$ cat src/rtl/decoder_pkg.sv
// Shared types and sizes for the decoder scan driver and its downstream decoder.
package decoder_pkg;

  localparam int unsigned SEL_W = 2;
  localparam int unsigned NCH   = 4;

  typedef enum logic [1:0] {
    IDLE   = 2'd0,
    DRIVE  = 2'd1,
    FINISH = 2'd2
  } state_t;

endpackage

$ cat src/rtl/decoder_scan_ctrl.sv
// Steps a 2-bit decoder select through all four channels, driving the matching
// pattern bit on 'in' for DWELL cycles each; pulses done on normal completion.
module decoder_scan_ctrl
  import decoder_pkg::*;
#(
  parameter int unsigned DWELL = 2
) (
  input  logic             clk,
  input  logic             rst,
  input  logic             start_valid,
  input  logic [NCH-1:0]   pattern,
  input  logic             abort,
  output logic             start_ready,
  output logic             in,
  output logic [SEL_W-1:0] select,
  output logic             busy,
  output logic             done
);

  localparam int unsigned     DW         = (DWELL > 1) ? $clog2(DWELL) : 1;
  localparam logic [DW-1:0]   DWELL_LAST = DW'(DWELL - 1);
  localparam logic [SEL_W-1:0] SEL_LAST  = SEL_W'(NCH - 1);

  state_t           state_q, state_d;
  logic [NCH-1:0]   pat_q, pat_d;
  logic [SEL_W-1:0] sel_q, sel_d;
  logic [DW-1:0]    dwell_q, dwell_d;

  logic             start_ready_d;
  logic             in_d;
  logic [SEL_W-1:0] select_d;
  logic             busy_d;
  logic             done_d;

  // Next-state logic; outputs are derived from the next state so they register cleanly.
  always_comb begin
    state_d       = state_q;
    pat_d         = pat_q;
    sel_d         = sel_q;
    dwell_d       = dwell_q;
    start_ready_d = 1'b0;
    in_d          = 1'b0;
    select_d      = '0;
    busy_d        = 1'b0;
    done_d        = 1'b0;

    case (state_q)
      IDLE: begin
        if (start_valid) begin
          pat_d   = pattern;
          sel_d   = '0;
          dwell_d = '0;
          state_d = DRIVE;
        end
      end
      DRIVE: begin
        if (abort) begin
          sel_d   = '0;
          dwell_d = '0;
          state_d = IDLE;
        end else if (dwell_q == DWELL_LAST) begin
          dwell_d = '0;
          if (sel_q == SEL_LAST) begin
            sel_d   = '0;
            state_d = FINISH;
          end else begin
            sel_d = sel_q + SEL_W'(1);
          end
        end else begin
          dwell_d = dwell_q + DW'(1);
        end
      end
      FINISH: begin
        state_d = IDLE;
      end
      default: begin
        state_d = IDLE;
      end
    endcase

    case (state_d)
      IDLE:    start_ready_d = 1'b1;
      DRIVE: begin
        in_d     = pat_d[sel_d];
        select_d = sel_d;
        busy_d   = 1'b1;
      end
      FINISH:  done_d = 1'b1;
      default: start_ready_d = 1'b0;
    endcase
  end

  always_ff @(posedge clk) begin
    if (rst) begin
      state_q     <= IDLE;
      pat_q       <= '0;
      sel_q       <= '0;
      dwell_q     <= '0;
      start_ready <= 1'b1;
      in          <= 1'b0;
      select      <= '0;
      busy        <= 1'b0;
      done        <= 1'b0;
    end else begin
      state_q     <= state_d;
      pat_q       <= pat_d;
      sel_q       <= sel_d;
      dwell_q     <= dwell_d;
      start_ready <= start_ready_d;
      in          <= in_d;
      select      <= select_d;
      busy        <= busy_d;
      done        <= done_d;
    end
  end

endmodule
$ cat config.mk
export PLATFORM = sky130hd
export DESIGN_NAME = decoder_scan_ctrl
export DESIGN_NICKNAME = d
export VERILOG_FILES = /design/src/rtl/decoder_pkg.sv /design/src/rtl/decoder_scan_ctrl.sv
export SDC_FILE = /design/constraint.sdc
export NUM_CORES = 1
export LEC_CHECK = 0
export CAP_MARGIN = 20
export CORE_AREA = 2 2 39 41
export DETAILED_ROUTE_END_ITERATION = 10
export DIE_AREA = 0 0 41 43
export GPL_ROUTABILITY_DRIVEN = 1
export PLACE_DENSITY = 0.82
export SKIP_CTS_REPAIR_TIMING = 1
export SYNTH_ARGS = -nofsm -noshare
export SYNTH_HDL_FRONTEND = slang
export SYNTH_SLANG_ARGS = --single-unit
export TNS_END_PERCENT = 50
$ cat constraint.sdc
create_clock -name clk -period 2.9 [get_ports clk]
set_clock_uncertainty 0.1 [all_clocks]
set_input_delay 0.435 -clock clk [delete_from_list [all_inputs] [get_ports clk]]
set_output_delay 0.435 -clock clk [all_outputs]
set_load 0.02 [all_outputs]
==> impl_results.md <==
- Row count: 14
- Met3 usage: 3.14%
- Seq pwr share: a little under three fifths
- Synth Warn #: 0
- Max clock buf depth: 2
- Worst min path class: flop to flop
- Combinational power share: between 10% and 20%
- 1st-iter DRT viols: 8
- Slew Limit Fails: 0
- CP Data Required Time: about 3.0 ns
- Met1 Usage GRT: roughly 16%
- Final Cycle Share: 62.4%
- Via count: 475
- Primary FF master, synth: dfxtp_1
- Most frequent cell after synthesis: dfxtp_1
- GR met2 Demand/Resource: 19.7%
- Die area: 0.00176 mm^2
- Power Total: approximately 380 uW
- Hold Vio Cnt, Final: 0
- CTS H-tree depth: 1
- Syn Area/Cell: around 10 um^2
- Die W: 41 um
- Critical-path top delay cell: clkdlybuf4s50_1
- Die Y: 43 um
- Area post-placement: approximately 740 um^2
- Crit path cell chain: clkdlybuf4s50_1 -> nor4b_2 -> o21a_1 -> a31oi_1 -> and2_1 -> a32o_2
- Crit path arrival time: 1.89 ns
- Fin crit period: between 1.5 and 2 ns
- Final Util: 55.6%
- Detailed-route DRC error count: 0
- Synth area leaders: dfxtp_1 (50%), mux2i_1 (6.7%), nor2_1 (5.7%)
- Max cap viols: 0
- Critical path capture point type: flop
- Fillcell total: 125
- Largest area contributor in the netlist: dfxtp_1
- Total GRT Usage: 13.8%
- Clock-pin slew on the worst setup and hold paths: 0.08 ns
- Slew @ Worst Pin: 0.455 ns
- Post-synth cell types: 24
- Clock Power Share: 30.2%
- DP HPWL: 790 um
- Core box area: roughly 0.0014 mm^2
- Worst-Skew Late Latency: 0.28 ns
- Worst Path Max Fanout: 3
- Num Clock Sinks: 15
- First-pass GRT wire length: about 1.6 mm
- First drt pass iteration count: 4
- Post-Route WL: roughly 1.0 mm
- I/O pin total: 14
- Post-DRT Antenna Nets: 0
- Total net switching power: 89.7 uW
- Vias per std cell: roughly 5.2
- Unrepaired setup endpoints after global routing: no
- Vias in the first global route: 420
- Netlist Area Pre-Place: 597 um^2
- Share of layout cells above drive strength 1: 12.0%
- Routed WL per cell: around 11 um
- Pwr per Cell Area: around 500 mW/mm^2
- Leak Pwr: just under 0.0003 uW
- IO buf count: 13
- RD Place Congestion: 0.762
- Sequential share of the synthesized area: approximately half
- Commonest cells in the netlist: dfxtp_1 (15), nor2_1 (9), mux2i_1 (4), a31oi_1 (3), nor3b_1 (3)
- Initial antenna violation count: 0
- Most Used Layer, Global Route: met2
- Largest net degree at the start of global routing: 14
- CTS root buffer: clkbuf_4
- Net Count, Synth: slightly below 70
- Number of synthesized flops with an enable pin: 0
- Gate count after technology mapping: just under 60
- Status: complete, no violations
- Area grow syn2layout: 28.9%
- Critical path class: primary input to flop
- Setup TNS: 0 ns
- Int Power: ~300 uW
- Initial Util: between 40% and 50%
- CTS tree: built
- Cell area after layout: 769 um^2
- Startpoint Class: primary input
- Number of diodes: 0
- Post-synth top area share: 50.3%
- Largest stage delay on the critical path: ~0.46 ns
- # nets final: 85
- Fmax: about 0.55 GHz
- Switching Fraction: between 20% and 30%
- Asr flop ratio synth: 0%
- Synthesized flop and latch total: 15
- Cts bufs inserted: 3
- Setup Viol. Count Final: 0
- Max_slew headroom: a little over two thirds
- Worst vdd ir: around 0.3 mV
- GRT overflow: 0
## power by group through the flow
stage               sequential, uW  clock [uW]  combinational, uW
finish                         219         116               49.1
detailed placement             224           0               49.0
global route                   220         128               53.5
global placement               223           0               48.4
floorplan                      226           0               25.4
CTS                            219         120               49.4
## logic make-up (layout without fill, tap and decap cells)
logic type                 after synthesis  after routing  share of synthesized area (%)
muxes                                    4              4                           6.71
adders and majority gates                1              1                           2.10
and+or+nand+nor                         25             25                           26.6
AOI/OAI and AO/OA                       11             11                           12.4
DFF                                     15             15                           50.3
buffers and inverters                    3             19                           1.89
## flip-flops by register name, summed over array words and instances, names as in the netlist
| register | flops |
|---|---|
| start_ready | 1 |
| done | 1 |
| sel_q | 2 |
| dwell_q | 1 |
| select | 2 |
| busy | 1 |
| pat_q | 4 |
| in | 1 |
| state_q | 2 |
## critical path, delay by kind of cell
kind / cells / cell delay [ns]
AO/OA/AOI/OAI: 3 / 0.46
AND/OR/NAND/NOR: 2 / 0.53
buffers and inverters: 1 / 0.46
## metal layers
layer	wire, um	part of all wire, %
met4	28	2.7
met5	0	0
met3	46	4.5
met1	466	45
met2	492	48
## through the flow
stage               setup slack, ns  cells  hold slack [ns]
floorplan                      1.39     59            0.360
global placement              0.835     87            0.377
detailed placement            0.800     87            0.399
CTS                            1.09     91            0.420
global route                   1.03     91            0.449
finish                         1.09     91            0.406
## worst paths after layout
path         cells after the start        to  slack (ns)  startpoint
max                              6        in        1.09       abort
min                              2  pat_q[1]        0.41    pat_q[1]
max reg2reg                      5        in        1.30  state_q[1]
min reg2reg                      2  pat_q[1]        0.41    pat_q[1]
## cells in the final DEF (no fill, tap or decap), drive strengths merged, types with 3 or more instances in the layout
cell           Yosys  final
a31oi              3      3
clkbuf             1      4
clkdlybuf4s50      0     13
dfxtp             15     15
mux2i              4      4
nor2              10     10
nor3b              5      5
o21ai              3      3
## final cells by class
type | instances | area, um^2 | share of cell area, %
Multi-Input combinational cell | 41 | 285 | 37.1
Sequential cell | 15 | 300 | 39.0
Timing Repair Buffer | 13 | 130 | 16.9
Tap cell | 16 | 20.0 | 2.60
Inverter | 2 | 7.51 | 0.976
Clock buffer | 4 | 26.3 | 3.41
Note: power is estimated with default switching activity, not from simulation.
